<file path="src/rtl/zynq_axil_csr_pkg.sv">
// Shared types and address-decode helpers for the PS-facing AXI4-Lite CSR responder.
package zynq_axil_csr_pkg;

    typedef enum logic [1:0] {
        e_axil_okay   = 2'b00,
        e_axil_slverr = 2'b10
    } axil_resp_e;

    // Word index of a byte address; the two byte-offset bits are dropped.
    function automatic logic [31:0] idx_of(input logic [31:0] addr);
        return addr >> 2;
    endfunction

    // The FIFO occupancy and data registers sit directly above the RW CSR words.
    function automatic int unsigned count_idx_of(input int unsigned num_regs);
        return num_regs;
    endfunction

    function automatic int unsigned data_idx_of(input int unsigned num_regs);
        return num_regs + 1;
    endfunction

endpackage

</file>
<file path="src/rtl/zynq_axil_csr_responder_fifo.sv">
// Small power-of-two PL->PS FIFO with valid/ready enqueue, yumi dequeue and occupancy count.
module bsg_fifo_1r1w_small #(
    parameter int els_p   = 4,
    parameter int width_p = 32,
    localparam int ptr_w  = $clog2(els_p),
    localparam int cnt_w  = $clog2(els_p + 1)
) (
    input  logic               clk_i,
    input  logic               reset_i,
    input  logic               v_i,
    input  logic [width_p-1:0] data_i,
    output logic               ready_o,
    output logic               v_o,
    output logic [width_p-1:0] data_o,
    input  logic               yumi_i,
    output logic [cnt_w-1:0]   count_o
);

    logic [width_p-1:0] mem_q [els_p];
    logic [ptr_w-1:0]   wptr_q, wptr_d, rptr_q, rptr_d;
    logic [cnt_w-1:0]   count_q, count_d;
    logic               enq, deq;

    assign ready_o = (count_q != cnt_w'(els_p));
    assign v_o     = (count_q != '0);
    assign data_o  = mem_q[rptr_q];
    assign count_o = count_q;
    assign enq     = v_i & ready_o;
    assign deq     = yumi_i & v_o;

    // NOTE: every always_comb output gets a default first so no path leaves it unassigned (no latch).
    always_comb begin
        wptr_d  = wptr_q + ptr_w'(enq);
        rptr_d  = rptr_q + ptr_w'(deq);
        count_d = count_q + cnt_w'(enq) - cnt_w'(deq);
    end

    // NOTE: state registers use <= so all flops update together from pre-edge values.
    always_ff @(posedge clk_i or posedge reset_i) begin
        if (reset_i) begin
            wptr_q  <= '0;
            rptr_q  <= '0;
            count_q <= '0;
        end else begin
            wptr_q  <= wptr_d;
            rptr_q  <= rptr_d;
            count_q <= count_d;
        end
    end

    // NOTE: storage is not reset; an entry is only read after it has been written.
    always_ff @(posedge clk_i) begin
        if (enq) mem_q[wptr_q] <= data_i;
    end

endmodule

</file>
<file path="src/rtl/zynq_axil_csr_responder.sv">
// AXI4-Lite responder for the PS s00_axi port: RW CSR words plus a PL->PS FIFO exposed as count/data.
module zynq_axil_csr_responder
    import zynq_axil_csr_pkg::*;
#(
    parameter int addr_width_p = 10,
    parameter int data_width_p = 32,
    parameter int num_regs_p   = 16,
    parameter int fifo_els_p   = 4
) (
    input  logic                               aclk_i,
    input  logic                               areset_i,
    input  logic [addr_width_p-1:0]            awaddr_i,
    input  logic [2:0]                         awprot_i,
    input  logic                               awvalid_i,
    output logic                               awready_o,
    input  logic [data_width_p-1:0]            wdata_i,
    input  logic [data_width_p/8-1:0]          wstrb_i,
    input  logic                               wvalid_i,
    output logic                               wready_o,
    output logic [1:0]                         bresp_o,
    output logic                               bvalid_o,
    input  logic                               bready_i,
    input  logic [addr_width_p-1:0]            araddr_i,
    input  logic [2:0]                         arprot_i,
    input  logic                               arvalid_i,
    output logic                               arready_o,
    output logic [data_width_p-1:0]            rdata_o,
    output logic [1:0]                         rresp_o,
    output logic                               rvalid_o,
    input  logic                               rready_i,
    output logic [num_regs_p*data_width_p-1:0] csr_o,
    input  logic                               in_v_i,
    input  logic [data_width_p-1:0]            in_data_i,
    output logic                               in_ready_o
);

    localparam int idx_w  = addr_width_p - 2;
    localparam int sel_w  = $clog2(num_regs_p);
    localparam int cnt_w  = $clog2(fifo_els_p + 1);
    localparam int strb_w = data_width_p / 8;
    localparam logic [idx_w-1:0] count_idx = idx_w'(count_idx_of(num_regs_p));
    localparam logic [idx_w-1:0] data_idx  = idx_w'(data_idx_of(num_regs_p));

    logic                    aw_v_q, aw_v_d, w_v_q, w_v_d, b_v_q, b_v_d, r_v_q, r_v_d;
    logic [idx_w-1:0]        aw_idx_q, aw_idx_d;
    logic [data_width_p-1:0] w_data_q, w_data_d, r_data_q, r_data_d;
    logic [strb_w-1:0]       w_strb_q, w_strb_d;
    axil_resp_e              b_resp_q, b_resp_d, r_resp_q, r_resp_d;
    logic [data_width_p-1:0] csr_q [num_regs_p];
    logic [data_width_p-1:0] csr_d [num_regs_p];

    logic [idx_w-1:0]        aw_idx_in, ar_idx;
    logic                    aw_hs, w_hs, ar_hs, commit, pop;
    logic                    fifo_v;
    logic [data_width_p-1:0] fifo_data;
    logic [cnt_w-1:0]        fifo_count;
    logic                    unused_prot;

    assign unused_prot = ^{awprot_i, arprot_i};
    assign aw_idx_in   = idx_w'(idx_of(32'(awaddr_i)));
    assign ar_idx      = idx_w'(idx_of(32'(araddr_i)));

    assign awready_o = ~aw_v_q;
    assign wready_o  = ~w_v_q;
    assign arready_o = ~r_v_q;
    assign bvalid_o  = b_v_q;
    assign bresp_o   = b_resp_q;
    assign rvalid_o  = r_v_q;
    assign rdata_o   = r_data_q;
    assign rresp_o   = r_resp_q;

    assign aw_hs  = awvalid_i & ~aw_v_q;
    assign w_hs   = wvalid_i & ~w_v_q;
    assign ar_hs  = arvalid_i & ~r_v_q;
    assign commit = aw_v_q & w_v_q & ~b_v_q;
    assign pop    = ar_hs & (ar_idx == data_idx) & fifo_v;

    for (genvar k = 0; k < num_regs_p; k++) begin : g_csr_out
        assign csr_o[k*data_width_p +: data_width_p] = csr_q[k];
    end

    always_comb begin
        aw_v_d   = aw_v_q;
        aw_idx_d = aw_idx_q;
        w_v_d    = w_v_q;
        w_data_d = w_data_q;
        w_strb_d = w_strb_q;
        b_v_d    = b_v_q;
        b_resp_d = b_resp_q;
        csr_d    = csr_q;

        if (aw_hs) begin
            aw_v_d   = 1'b1;
            aw_idx_d = aw_idx_in;
        end
        if (w_hs) begin
            w_v_d    = 1'b1;
            w_data_d = wdata_i;
            w_strb_d = wstrb_i;
        end
        if (b_v_q & bready_i) b_v_d = 1'b0;

        // Buffers cannot refill in the commit cycle since their readies are low while full.
        if (commit) begin
            aw_v_d   = 1'b0;
            w_v_d    = 1'b0;
            b_v_d    = 1'b1;
            b_resp_d = e_axil_slverr;
            if (aw_idx_q < count_idx) begin
                b_resp_d = e_axil_okay;
                for (int b = 0; b < strb_w; b++) begin
                    if (w_strb_q[b]) csr_d[aw_idx_q[sel_w-1:0]][8*b +: 8] = w_data_q[8*b +: 8];
                end
            end
        end
    end

    always_comb begin
        r_v_d    = r_v_q;
        r_data_d = r_data_q;
        r_resp_d = r_resp_q;

        if (r_v_q & rready_i) r_v_d = 1'b0;

        // CSR reads see csr_q, so a same-cycle commit to that word returns the old value.
        if (ar_hs) begin
            r_v_d    = 1'b1;
            r_data_d = '0;
            r_resp_d = e_axil_slverr;
            if (ar_idx < count_idx) begin
                r_data_d = csr_q[ar_idx[sel_w-1:0]];
                r_resp_d = e_axil_okay;
            end else if (ar_idx == count_idx) begin
                r_data_d = data_width_p'(fifo_count);
                r_resp_d = e_axil_okay;
            end else if ((ar_idx == data_idx) && fifo_v) begin
                r_data_d = fifo_data;
                r_resp_d = e_axil_okay;
            end
        end
    end

    always_ff @(posedge aclk_i or posedge areset_i) begin
        if (areset_i) begin
            aw_v_q   <= 1'b0;
            aw_idx_q <= '0;
            w_v_q    <= 1'b0;
            w_data_q <= '0;
            w_strb_q <= '0;
            b_v_q    <= 1'b0;
            b_resp_q <= e_axil_okay;
            r_v_q    <= 1'b0;
            r_data_q <= '0;
            r_resp_q <= e_axil_okay;
            for (int k = 0; k < num_regs_p; k++) csr_q[k] <= '0;
        end else begin
            aw_v_q   <= aw_v_d;
            aw_idx_q <= aw_idx_d;
            w_v_q    <= w_v_d;
            w_data_q <= w_data_d;
            w_strb_q <= w_strb_d;
            b_v_q    <= b_v_d;
            b_resp_q <= b_resp_d;
            r_v_q    <= r_v_d;
            r_data_q <= r_data_d;
            r_resp_q <= r_resp_d;
            csr_q    <= csr_d;
        end
    end

    bsg_fifo_1r1w_small #(
        .els_p   (fifo_els_p),
        .width_p (data_width_p)
    ) u_fifo (
        .clk_i   (aclk_i),
        .reset_i (areset_i),
        .v_i     (in_v_i),
        .data_i  (in_data_i),
        .ready_o (in_ready_o),
        .v_o     (fifo_v),
        .data_o  (fifo_data),
        .yumi_i  (pop),
        .count_o (fifo_count)
    );

endmodule
</file>
<file path="config.mk">
export PLATFORM = sky130hd
export DESIGN_NAME = zynq_axil_csr_responder
export DESIGN_NICKNAME = d
export VERILOG_FILES = /design/src/rtl/zynq_axil_csr_pkg.sv /design/src/rtl/zynq_axil_csr_responder_fifo.sv /design/src/rtl/zynq_axil_csr_responder.sv
export SDC_FILE = /design/constraint.sdc
export NUM_CORES = 1
export LEC_CHECK = 0
export ABC_AREA = 1
export CAP_MARGIN = 20
export CORE_MARGIN = 3
export CORE_UTILIZATION = 50
export CTS_CLUSTER_SIZE = 24
export DETAILED_ROUTE_END_ITERATION = 10
export GPL_ROUTABILITY_DRIVEN = 0
export PLACE_DENSITY = 0.78
export SLEW_MARGIN = 20
export SYNTH_ARGS = -nofsm -noshare
export SYNTH_HDL_FRONTEND = slang
export SYNTH_HIERARCHICAL = 1
export SYNTH_SLANG_ARGS = --single-unit
</file>
<file path="constraint.sdc">
create_clock -name aclk_i -period 49 [get_ports aclk_i]
set_input_delay 9.8 -clock aclk_i [delete_from_list [all_inputs] [get_ports aclk_i]]
set_output_delay 9.8 -clock aclk_i [all_outputs]
set_load 0.005 [all_outputs]
</file>
==> results of run 1 <==
## cell families after synthesis
logic type	synth area share
simple gates	0.248
flops	0.566
mux	0.000675
compound gates	0.108
buf+inv	0.0755
other cells	0.000112
fa+ha+maj	0.00135
xor+xnor	0.000525
## Yosys cell counts
cell type     n  share of area
inv_2         3        0.00034
nor2_4        4         0.0013
clkbuf_1    104          0.012
nand4_4       1        0.00064
buf_12        4         0.0024
buf_4         5         0.0011
nand4_1      35         0.0066
buf_2        54         0.0081
ha_1          2        0.00075
clkbuf_2      1        0.00015
conb_1        1        0.00011
nand2_4      40          0.013
nor3_4        1        0.00049
nor3_1        5        0.00075
o21ai_2      39          0.010
o21bai_1      1        0.00023
dfrtp_1     601           0.45
xor2_1        1        0.00026
mux2_2        2        0.00067
o21ai_0     212          0.032
buf_1        18         0.0020
buf_6        49          0.017
o21a_1        1        0.00023
o21ai_1     361          0.054
a21boi_0      1        0.00023
fa_1          1        0.00060
edfxtp_1    128           0.12
clkinv_1      1        0.00011
nor2_1      221          0.025
xnor2_1       1        0.00026
nand3_1     146          0.022
inv_1       294          0.033
nand2_1    1582           0.18
a21oi_1      74          0.011
## worst register-to-register path, cell delays in order (launching register included)
cell and delay [ns]:
dfrtp_1 0.41, inv_1 0.08, nand2_1 0.14, nand3_1 0.11, nor2_1 0.34, nand2_1 0.15
nor2_4 0.71, nand2_1 0.22, inv_1 0.13, nand2_1 0.11, nand2_1 0.09, ha_1 0.16
fa_1 0.43
## power breakdown
part / internal (mW) / switching, mW / total, mW
sequential: 0.704 / 0.0538 / 0.758
combinational: 0.136 / 0.265 / 0.401
clock: 0.360 / 0.250 / 0.610
total: 1.20 / 0.568 / 1.77
## state kept, by name (all words and copies together) (netlist names)
register	flops
rdata_o	32
w_strb_q	4
u_fifo/wptr_q	2
aw_v_q	1
u_fifo/rptr_q	2
u_fifo/mem_q	128
w_data_q	32
u_fifo/count_o	3
aw_idx_q	8
bvalid_o	1
w_v_q	1
bresp_o	1
csr_o	512
rresp_o	1
rvalid_o	1
## layout by cell type, fill, tap and decap left out, types with 16 or more instances in the layout
cell type        instances
clkinv_2                21
inv_1                  291
nand2_4                 40
o21ai_2                 39
nand4_1                 35
o21ai_0                212
dfrtp_1                600
nand2_1               1581
nand3_1                146
clkbuf_1                16
nor2_1                 216
edfxtp_1               128
o21ai_1                361
clkbuf_16               79
buf_4                   27
clkdlybuf4s50_1        640
a21oi_1                 74
## layer usage
metal / up-vias / track usage / share of wire
li1: 13700 / - / -
met1: 14300 / 0.471 / 0.39
met2: 1810 / 0.510 / 0.43
met3: 314 / 0.0965 / 0.12
met4: 0 / 0.167 / 0.057
met5: - / 0 / 0
## area by class of cell
type	instances	area [sq um]
flip-flops and latches	729	18900
clock inverters	34	407
diodes	7	17.5
well taps	864	1080
clock buffers	108	2220
multi-input cells	2733	12000
fillers	5311	23500
repair buffers	671	6670
inverters	298	1130
## worst paths after layout
kind                                         from           endpoint  slack [ns]
worst max-delay path                  araddr_i[4]  u_fifo/count_o[1]       35.61
worst min-delay path             u_fifo/rptr_q[1]   u_fifo/rptr_q[1]        0.47
worst max register to register  u_fifo/count_o[2]  u_fifo/count_o[1]       45.80
worst min register to register   u_fifo/rptr_q[1]   u_fifo/rptr_q[1]        0.47
max in group asynchronous                areset_i         csr_o[103]       37.27
min in group asynchronous                areset_i   u_fifo/wptr_q[1]        9.62
## through the flow
step / worst slack, ns / power [mW]
finish: 35.61 / 1.77
global route: 35.36 / 1.84
CTS: 35.67 / 1.77
detailed placement: 35.03 / 1.16
global placement: 35.15 / 1.15
floorplan: 22.58 / 0.949
==> results.py, run 1 <==
metrics = {
    "yosys": {
        "synth_cell_type_count": 34,
        "ys_warn_count": 6,
        "syn_avg_cell_area_sq_um": 8.36,
        "netlist_area_sq_mm": 0.0334,
        "syn-instance-count": 3994,
        "seq_area_frac_synth": 0.566,
        "synth-seq-cells": 729,
    },
    "grt": {
        "grt_max_degree": 160,
        "grt_pass1_wl_um": 181000,
        "grt_pass1_vias": 27600,
        "antenna_found_initial": 5,
        "grt-ovfl-total": 0,
        "gr-usage-all-layers": 0.345,
    },
    "worst_setup_path": {
        "critPathLaunchType": "input port",
        "crit_chain": "buf_2 > buf_4 > inv_2 > nand2_1 > nor2_1 > nand2_1 > nor2_4 > nand2_1 > inv_1 > nand2_1 > nand2_1 > ha_1 > fa_1",
        "worstPathRequired_ns": 49.47,
        "path_max_fanout": 34,
        "cp_slowest_cell": "inv_2",
        "cp_num_buf_inv": 4,
        "slowest_delay_ns": 0.74,
        "worstRegToRegCells": 12,
        "critPathTopFamily": "simple AND/OR/NAND/NOR gates",
        "setup.worst_path.class": "in -> reg",
        "path_common_cell": "nand2_1",
        "path_depth": 13,
        "crit_arrival_ns": 13.87,
        "cp-end-kind": "flip-flop",
    },
    "route": {
        "drc": 0,
        "via_per_inst": 5.54,
        "firstDrtPassIters": 6,
        "first_iter_violations": 3804,
        "drt-total-wl_um": 123000,
        "wl_per_cell_um": 22.5,
        "ant_nets": 0,
        "vias": 30200,
    },
    "die": {
        "dieArea_sq_mm": 0.0699,
        "initial_core_util": 0.506,
        "die_h_um": 264,
        "fp-row-count": 94,
        "coreArea_sq_mm": 0.0660,
        "die-width_um": 264,
        "io_pins": 656,
    },
    "clock_tree": {
        "cts_sinks": 729,
        "cts-root-buf": "clkbuf_16",
        "htree_levels": 3,
        "clk_pin_slew_ns": 0.06,
        "cts_tree": "yes",
        "post_cts_buffers": 0,
        "clk_path_buf_depth": 3,
        "clk_latency_ns": 0.62,
        "cts_resized": 0,
        "cts_buffers": 78,
        "hold_buffers": 0,
    },
    "sta": {
        "finalSetupViolations": 0,
        "worstMarginPinSlew_ns": 1.13,
        "period_share": 0.273,
        "drv_slew": 0,
        "rsz0062_at_grt": "false",
        "final-hold-violation-count": 0,
        "fin_skew_ns": 0.0197,
        "finalSetupTns_ns": 0,
        "fin_crit_ns": 13.39,
        "max_freq_ghz": 0.0747,
        "whs_ns": 0.471,
        "slew_headroom": 0.242,
    },
    "finish": {
        "utilization": 0.643,
        "finalNetCount": 4616,
        "finalNonFillerCells": 5444,
        "drive_gt1_frac": 0.0575,
        "syn2layout_area_growth_pct": 27.2,
        "stdcell_area_sq_mm": 0.0424,
    },
    "worst_hold_path": {
        "hold_path_depth": 2,
        "holdCritPathClass": "reg -> reg",
    },
    "job": {
        "drv_cap": 0,
    },
    "place": {
        "dpl.hpwl_um": 85800,
        "port_buffers": 643,
        "dp_cells": 5294,
        "dpl_cell_area_sq_mm": 0.0398,
    },
    "power": {
        "power_density_mw_per_mm2": 41.7,
        "leakage_nw": 19.7,
        "peakVddDrop_uv": 29.0,
    },
    "status": {
        "outcome": "completed",
    },
}
No activity file was read; power rests on OpenSTA's default activity.
==> run 2: changes to the inputs <==
==> constraint.sdc (replaced) <==
create_clock -name aclk_i -period 13.6 [get_ports aclk_i]
set_input_delay 2.72 -clock aclk_i [delete_from_list [all_inputs] [get_ports aclk_i]]
set_output_delay 2.72 -clock aclk_i [all_outputs]
set_load 0.005 [all_outputs]
==> run 2 against run 1 <==
  * Count of clock-buffer cells in the layout decreased by 1
  * Final cell count about the same
  * Highest routed layer unchanged
  * Via count increased by 0.46%
  * Routed wire length increased by 0.65%
  * Sequential cell count unchanged
==> results.py, run 2 (same netlist as run 1, synthesis figures left out) <==
metrics = {
    "finish": {
        "utilization": 0.640,
        "largest_reg_flops": 512,
        "fillers": 5379,
        "final_common_cell": "nand2_1",
        "drive_gt1_frac": 0.0549,
        "final_cell_mix": "nand2_1, clkdlybuf4s50_1, dfrtp_1",
        "finalNetCount": 4618,
        "syn2layout_area_growth_pct": 26.6,
        "finalNonFillerCells": 5439,
    },
    "route": {
        "firstDrtPassIters": 6,
        "wl_met1_um": 48500,
        "highest_layer": "met4",
        "wl_per_cell_um": 22.7,
        "ant_nets": 0,
        "wl_met3_um": 14400,
        "first_iter_violations": 3757,
        "wl_met2_um": 54300,
        "vias": 30300,
        "via_per_inst": 5.57,
        "drt-total-wl_um": 123000,
        "drc": 0,
    },
    "worst_hold_path": {
        "min_from": "u_fifo/rptr_q[1]",
        "hold_path_depth": 2,
        "holdPathEnd": "u_fifo/rptr_q[1]",
        "holdCritPathClass": "reg -> reg",
    },
    "sta": {
        "whs_ns": 0.471,
        "fin_skew_ns": 0.0254,
        "finalSetupViolations": 0,
        "final-hold-violation-count": 0,
        "period_share": 0.414,
        "fin_crit_ns": 5.63,
        "drv_slew": 0,
        "finalSetupTns_ns": 0,
        "worst_slack_ns": 7.97,
        "max_freq_ghz": 0.178,
        "slew_headroom": 0.323,
        "worstMarginPinSlew_ns": 1.01,
        "rsz0062_at_grt": "false",
    },
    "worst_setup_path": {
        "crit_chain": "clkdlybuf4s50_1 > buf_4 > inv_1 > nand2_1 > nor2_1 > nand2_1 > nor2_4 > nand2_1 > nand2_1 > nand2_1 > ha_1 > fa_1 > xnor2_1",
        "r2r_setup_slack_ns": 10.45,
        "timing.rr.end": "u_fifo/count_o[2]",
        "path_common_cell": "nand2_1",
        "setup.worst_path.class": "in -> reg",
        "cp_num_buf_inv": 3,
        "path_max_fanout": 34,
        "worstRegToRegCells": 12,
        "cp-end-kind": "flip-flop",
        "crit_arrival_ns": 6.14,
        "cp_slowest_cell": "nor2_4",
        "critPathLaunchType": "input port",
        "slowest_delay_ns": 0.73,
        "worstPathRequired_ns": 14.11,
        "r2r-start": "u_fifo/count_o[2]",
        "path_depth": 13,
        "critPathTopFamily": "simple AND/OR/NAND/NOR gates",
    },
    "clock_tree": {
        "clk_pin_slew_ns": 0.06,
        "post_cts_buffers": 0,
        "cts_buffers": 75,
        "clk_path_buf_depth": 3,
        "hold_buffers": 0,
        "htree_levels": 3,
        "cts-root-buf": "clkbuf_16",
        "cts_resized": 0,
        "cts_tree": "yes",
        "cts_sinks": 729,
        "clk_latency_ns": 0.62,
    },
    "status": {
        "outcome": "completed",
    },
    "die": {
        "io_pins": 656,
        "initial_core_util": 0.506,
        "coreArea_sq_mm": 0.0660,
        "die_h_um": 264,
        "dieArea_sq_mm": 0.0699,
        "fp-row-count": 94,
        "die-width_um": 264,
    },
    "power": {
        "peakVddDrop_uv": 124,
        "leakage_nw": 19.6,
        "power_density_mw_per_mm2": 147,
    },
    "place": {
        "dp_cells": 5298,
        "dpl.hpwl_um": 85800,
        "place_ws_ns": 7.18,
        "port_buffers": 643,
    },
    "grt": {
        "grt_pass1_wl_um": 182000,
        "grt_max_degree": 187,
        "grt_pass1_vias": 27800,
        "grt-ovfl-total": 0,
        "antenna_found_initial": 5,
        "gr-usage-all-layers": 0.346,
    },
    "job": {
        "drv_cap": 0,
    },
}
==> run 2: cell types whose count changed in the layout (fill, tap and decap cells not counted), sizes merged <==
cell / before / now
buf: 31 / 36
bufinv: 8 / 3
inv: 302 / 298
clkinv: 21 / 19
clkinvlp: 1 / 3
clkbuf: 108 / 107
==> run 2: layout make-up <==
class                      count  area, sq um  area share
sequential                   729        18900       0.447
tap                          864         1080      0.0256
clock inverter                25          211     0.00500
clock buffer                 107         2150      0.0508
inverter                     298         1130      0.0267
antenna                        7         17.5    0.000415
timing repair buffer         676         6760       0.160
multi-input combinational   2733        12000       0.285
==> run 2: worst register-to-register path, delay by kind of cell (launching register included) <==
kind | cells | cell delay [ns]
xor+xnor | 1 | 0.19
fa+ha+maj | 2 | 0.58
buf+inv | 1 | 0.07
flops | 1 | 0.41
simple gates | 8 | 1.82
==> run 2: worst max-delay path by stage <==
| stage | start | endpoint | slack, ns |
|---|---|---|---|
| 6_report | araddr_i[5] | u_fifo/count_o[2] | 7.97 |
| 5_1_grt | araddr_i[5] | u_fifo/count_o[1] | 7.72 |
| 4_1_cts | areset_i | csr_o[146] | 7.81 |
| 3_5_place_dp | areset_i | csr_o[144] | 7.18 |
| 3_3_place_gp | areset_i | csr_o[144] | 7.21 |
| 2_1_floorplan | areset_i | aw_idx_q[0] | 2.78 |
==> run 2: report_power, final <==
part	internal (mW)	switching [mW]	total [mW]	leakage [nW]
clock network	1.15	0.867	2.02	1.16
registers	2.54	0.194	2.73	9.39
logic	0.495	0.957	1.45	9.00
==> run 2: stage by stage <==
stage / cell area, sq um / total power, mW
after floorplan: 33400 / 3.42
after global placement: 39800 / 4.15
after detailed placement: 39800 / 4.19
after CTS: 42200 / 6.19
after global routing: 42200 / 6.45
final: 42300 / 6.21
==> run 2: per-layer routing <==
layer	vias to the layer above	GRT usage
met3	294	0.0963
li1	13700	-
met1	14500	0.474
met2	1750	0.518
met5	-	0
met4	0	0.158
